--- src/rtl/pc_next_unit_if.sv ---
// Control/status bundle between the control path and the PC stage.
// The control side drives redirect/stall/halt; the PC stage returns PC state.
interface pc_next_unit_if #(
   parameter int CNT_W = 32
);
   logic             pc_src;
   logic             jump;
   logic [31:0]      imm_ext;
   logic [25:0]      jump_addr;
   logic             stall;
   logic             halt;
   logic [31:0]      pc_out;
   logic [31:0]      pc_plus4;
   logic             pc_valid;
   logic             halted;
   logic [CNT_W-1:0] fetch_cnt;

   modport master (
      output pc_src, jump, imm_ext, jump_addr, stall, halt,
      input  pc_out, pc_plus4, pc_valid, halted, fetch_cnt
   );

   modport slave (
      input  pc_src, jump, imm_ext, jump_addr, stall, halt,
      output pc_out, pc_plus4, pc_valid, halted, fetch_cnt
   );
endinterface

--- src/rtl/pc_next_unit.sv ---
// PC register and next-PC selection for a single-cycle MIPS-32 datapath,
// with a one-cycle boot state, stall, sticky halt and a fetch counter.
module pc_next_unit #(
   parameter logic [31:0] RESET_PC = 32'h0000_0000,
   parameter int          CNT_W    = 32
) (
   input  logic           clk,
   input  logic           rst,
   pc_next_unit_if.slave  bus
);
   typedef enum logic [1:0] {BOOT, RUN, HALTED} state_t;

   state_t           state, state_n;
   logic [31:0]      pc, pc_n;
   logic [CNT_W-1:0] cnt, cnt_n;
   logic [31:0]      plus4;
   logic [31:0]      branch_target;
   logic [31:0]      jump_target;

   assign plus4         = pc + 32'd4;
   assign branch_target = plus4 + (bus.imm_ext << 2);
   assign jump_target   = {plus4[31:28], bus.jump_addr, 2'b00};

   always_ff @(posedge clk or posedge rst) begin
      if (rst) begin
         state <= BOOT;
         pc    <= RESET_PC;
         cnt   <= '0;
      end else begin
         state <= state_n;
         pc    <= pc_n;
         cnt   <= cnt_n;
      end
   end

   // Inputs are only looked at in RUN, so X on them elsewhere cannot reach pc.
   always_comb begin
      state_n = state;
      pc_n    = pc;
      cnt_n   = cnt;
      unique case (state)
         BOOT: state_n = RUN;
         RUN: begin
            if (bus.stall) begin
               pc_n = pc;
            end else if (bus.halt) begin
               state_n = HALTED;
            end else if (bus.jump) begin
               pc_n  = jump_target;
               cnt_n = cnt + CNT_W'(1);
            end else if (bus.pc_src) begin
               pc_n  = branch_target;
               cnt_n = cnt + CNT_W'(1);
            end else begin
               pc_n  = plus4;
               cnt_n = cnt + CNT_W'(1);
            end
         end
         HALTED: state_n = HALTED;
         default: state_n = BOOT;
      endcase
   end

   assign bus.pc_out    = pc;
   assign bus.pc_plus4  = plus4;
   assign bus.pc_valid  = (state == RUN);
   assign bus.halted    = (state == HALTED);
   assign bus.fetch_cnt = cnt;
endmodule

--- src/flat_wrapper.sv ---
// flat-port wrapper written by rule: the top's interface ports become plain ports
module pc_next_unit_flat 
#(
   parameter logic [31:0] RESET_PC = 32'h0000_0000,
   parameter int          CNT_W    = 32
)
  (clk, rst, bus_pc_src, bus_jump, bus_imm_ext, bus_jump_addr, bus_stall, bus_halt, bus_pc_out, bus_pc_plus4, bus_pc_valid, bus_halted, bus_fetch_cnt);
  pc_next_unit_if #(.CNT_W(CNT_W)) bus_i ();
  input  logic clk;
  input  logic rst;
  input wire logic [$bits(bus_i.pc_src)-1:0] bus_pc_src;
  input wire logic [$bits(bus_i.jump)-1:0] bus_jump;
  input wire logic [$bits(bus_i.imm_ext)-1:0] bus_imm_ext;
  input wire logic [$bits(bus_i.jump_addr)-1:0] bus_jump_addr;
  input wire logic [$bits(bus_i.stall)-1:0] bus_stall;
  input wire logic [$bits(bus_i.halt)-1:0] bus_halt;
  output wire logic [$bits(bus_i.pc_out)-1:0] bus_pc_out;
  output wire logic [$bits(bus_i.pc_plus4)-1:0] bus_pc_plus4;
  output wire logic [$bits(bus_i.pc_valid)-1:0] bus_pc_valid;
  output wire logic [$bits(bus_i.halted)-1:0] bus_halted;
  output wire logic [$bits(bus_i.fetch_cnt)-1:0] bus_fetch_cnt;
  assign bus_i.pc_src = bus_pc_src;
  assign bus_i.jump = bus_jump;
  assign bus_i.imm_ext = bus_imm_ext;
  assign bus_i.jump_addr = bus_jump_addr;
  assign bus_i.stall = bus_stall;
  assign bus_i.halt = bus_halt;
  assign bus_pc_out = bus_i.pc_out;
  assign bus_pc_plus4 = bus_i.pc_plus4;
  assign bus_pc_valid = bus_i.pc_valid;
  assign bus_halted = bus_i.halted;
  assign bus_fetch_cnt = bus_i.fetch_cnt;
  pc_next_unit #(.RESET_PC(RESET_PC), .CNT_W(CNT_W)) u_core (.clk(clk), .rst(rst), .bus(bus_i));
endmodule
--- config.mk ---
export PLATFORM = sky130hd
export DESIGN_NAME = pc_next_unit_flat
export DESIGN_NICKNAME = d
export VERILOG_FILES = /design/src/rtl/pc_next_unit_if.sv /design/src/rtl/pc_next_unit.sv /design/src/flat_wrapper.sv
export SDC_FILE = /design/constraint.sdc
export NUM_CORES = 1
export LEC_CHECK = 0
export ABC_AREA = 1
export BUFFER_PORTS_ARGS = -buffer_cell sky130_fd_sc_hd__buf_2
export CAP_MARGIN = 40
export CORE_ASPECT_RATIO = 1.1
export CORE_MARGIN = 4
export CORE_UTILIZATION = 59
export CTS_CLUSTER_DIAMETER = 80
export DETAILED_ROUTE_END_ITERATION = 6
export HOLD_SLACK_MARGIN = 0.06
export PLACE_DENSITY = 0.95
export SLEW_MARGIN = 5
export SYNTH_ARGS = -nofsm -noshare
export SYNTH_HDL_FRONTEND = slang
export SYNTH_SLANG_ARGS = --single-unit
--- constraint.sdc ---
create_clock -name clk -period 4.1 [get_ports clk]
set_clock_uncertainty 0.15 [all_clocks]
set_input_delay 0.205 -clock clk [delete_from_list [all_inputs] [get_ports clk]]
set_output_delay 0.205 -clock clk [all_outputs]
set_load 0.02 [all_outputs]
==> results.py <==
metrics = {
    "worst_setup_path": {
        "endpoint_kind": "register",
        "worst_r2r_path_depth": 18,
        "crit_fanout": 6,
        "setup.worst_path.start_class": "register",
        "cp.required_ns": 4.18,
        "reg2reg_slack_ns": 0.43,
        "cp.arrival_ns": 3.75,
        "worstSetupPathType": "register to register",
    },
    "yosys": {
        "yosysTopAreaCell": "dfrtp_1",
        "syn_inst": 995,
        "netlist.area_leader.share_pct": 25.4,
        "synth-edff-count": 0,
        "synthFlopType": "dfrtp_1",
        "yosysUniqueCellTypes": 44,
        "synth_commonest_cells": "nand2_1, inv_1, nor2_1, nand3_1, a21oi_1",
        "ys_seq_elements": 64,
        "async_flop_share_pct": 100,
        "yosys_warnings": 0,
        "syn-cell-area_um2": 6300,
        "avgSynthCellArea_um2": 6.33,
        "yosysSeqAreaShare_pct": 25.4,
        "synthTopCellsByArea": "dfrtp_1, nand2_1, inv_1",
        "synth.most_common_cell": "nand2_1",
    },
    "routing": {
        "drt_iter0_drc": 711,
        "wl_mm": 21.8,
        "drt-pass1-iter-count": 7,
        "viasPerCell": 5.57,
        "wl_per_cell_um": 16.6,
        "ant_nets": 0,
        "vias": 7289,
        "remaining_drc_errors": 1,
    },
    "global_routing": {
        "groute.layer.met3.usage_pct": 6.25,
        "antenna_found_initial": 0,
        "grt_first_pass_wirelength_mm": 34.0,
        "use_met1_pct": 46.7,
        "met2_usage_pct": 57.5,
        "gr-usage-all-layers_pct": 34.8,
        "globalRoute.busiestLayer": "met2",
        "grt_max_degree": 40,
        "grt_pass1_vias": 6675,
        "gr-total-overflow": 0,
    },
    "timing": {
        "fin_crit_ns": 3.67,
        "worst_slack_ns": 0.433,
        "finalHoldViolations": 0,
        "finalCritPeriodShare_pct": 89.4,
        "slew_headroom_pct": 60.2,
        "setup_violations": 0,
        "worst_pin_slew_ns": 0.597,
        "max_freq_mhz": 273,
        "drv_slew": 0,
        "timing.setup.tns_ns": 0,
        "rsz0062_at_grt": "false",
        "timing.hold.ws_ns": 0.0795,
    },
    "clock_tree": {
        "cts.sinks": 64,
        "hold_buffers": 8,
        "post_cts_buffers": 0,
        "cts-root-buf": "clkbuf_16",
        "htreeDepth": 3,
        "cts_tree": "done",
        "clock_latency_ns": 0.34,
        "cts_buffers": 9,
        "clk_path_buf_depth": 2,
        "ctsResizeCount": 0,
        "path_clk_slew_ns": 0.06,
    },
    "floorplanning": {
        "rows": 39,
        "die_area_um2": 12400,
        "core_um2": 10400,
        "die_w_um": 107,
        "start_util_pct": 60.6,
        "fp.dieH_um": 116,
        "io_pins": 162,
    },
    "run_status": {
        "violations": "design-rule violations",
        "outcome": "complete, but fails checks",
    },
    "place": {
        "pre_cts_ws_ns": 0.614,
        "port_buffers": 155,
        "finalWeightedCongestion": 1.00,
        "hpwl_mm": 16.9,
    },
    "cells_and_area": {
        "syn2layout_area_growth_pct": 21.2,
        "nets": 1266,
        "n_antenna_cell": 0,
        "drive_above_1_share_pct": 18.3,
    },
    "power": {
        "power_density_nw_per_um2": 733,
        "peakVddDrop_mv": 0.689,
        "leakage_nw": 4.34,
    },
    "hold_path": {
        "holdCritPathClass": "input port to register",
        "holdPathStages": 3,
    },
    "job": {
        "maxCapViolCount": 0,
    },
}
metal layers:
| metal | up-vias | part of all wire, % |
|---|---|---|
| li1 | 3519 | - |
| met1 | 3297 | 40 |
| met2 | 413 | 46 |
| met3 | 60 | 10 |
| met4 | 0 | 3.5 |
| met5 | - | 0 |
power breakdown:
group	total [mW]	internal [mW]	switching [mW]
clock network	0.851	0.538	0.312
registers	1.09	0.804	0.287
logic	3.66	1.18	2.48
total	5.60	2.52	3.08
placed cells by master (no fill, tap or decap), types with 6 or more instances in the layout:
cell type,synthesis,layout
xor2_1,30,30
clkbuf_16,0,9
a21oi_1,69,69
dfrtp_1,64,64
ha_1,40,40
o21bai_1,7,7
a31oi_1,6,6
nor2_1,98,98
buf_2,3,155
inv_1,157,156
nand2_1,285,285
xnor2_1,14,14
and2_1,8,8
nor3_1,14,14
buf_4,4,6
nand4_1,20,20
o21ai_0,29,29
nand3_1,72,72
dlygate4sd3_1,0,8
nand3b_1,6,6
nand2_2,8,8
flip-flops by register name (all words and copies together), names as in the netlist:
register and cells:
u_core.bus.fetch_cnt 32, u_core.bus.pc_out 30, u_core.state 2
worst max-delay path: stages, from the launching register on:
cell	delay, ns
dfrtp_1	0.45
ha_1	0.23
nand2_1	0.08
nor2_2	0.28
nand2_1	0.18
inv_2	0.14
nand2_1	0.08
o21ai_0	0.21
inv_1	0.18
ha_1	0.40
nand2_1	0.11
nor2_1	0.29
nand3_1	0.15
nand3_1	0.18
nand3_1	0.11
nand3_1	0.10
nand3_1	0.10
nand2_1	0.08
nand2_1	0.05
final timing paths:
check                                              start                  endpoint
worst max-delay path                u_core.bus.pc_out[2]     u_core.bus.pc_out[30]
worst max register to register      u_core.bus.pc_out[2]     u_core.bus.pc_out[30]
max in group asynchronous                            rst      u_core.bus.pc_out[9]
min in group asynchronous                            rst  u_core.bus.fetch_cnt[28]
worst min-delay path                   bus_jump_addr[12]     u_core.bus.pc_out[14]
worst min register to register  u_core.bus.fetch_cnt[31]  u_core.bus.fetch_cnt[31]
logic make-up (layout without fill, tap and decap cells):
family / after synthesis / after routing / synth area share [%]
fa+ha+maj: 41 / 41 / 8.26
flops: 64 / 64 / 25.4
xor+xnor: 44 / 44 / 6.12
simple gates: 534 / 534 / 37.5
compound gates: 133 / 133 / 11.8
buf+inv: 178 / 346 / 10.9
other cells: 1 / 4 / 0.0595
final cells by class:
cell class	count	area, um^2
Sequential cell	64	1600
Fill cell	875	2760
Tap cell	143	179
Clock buffer	9	225
Timing Repair Buffer	169	901
Inverter	161	604
Clock inverter	7	103
Multi-Input combinational cell	756	4020
per-stage QoR:
| step | power [mW] | std cells | cell area, um^2 | utilization, % |
|---|---|---|---|---|
| finish | 5.60 | 1309 | 7640 | 73.5 |
| global route | 5.99 | 1309 | 7640 | 73.5 |
| CTS | 5.50 | 1309 | 7640 | 73.5 |
| detailed placement | 4.62 | 1285 | 7230 | 69.6 |
| global placement | 4.56 | 1285 | 7230 | 69.6 |
| floorplan | 3.53 | 998 | 6310 | - |
(Power assumes the default switching activity.)
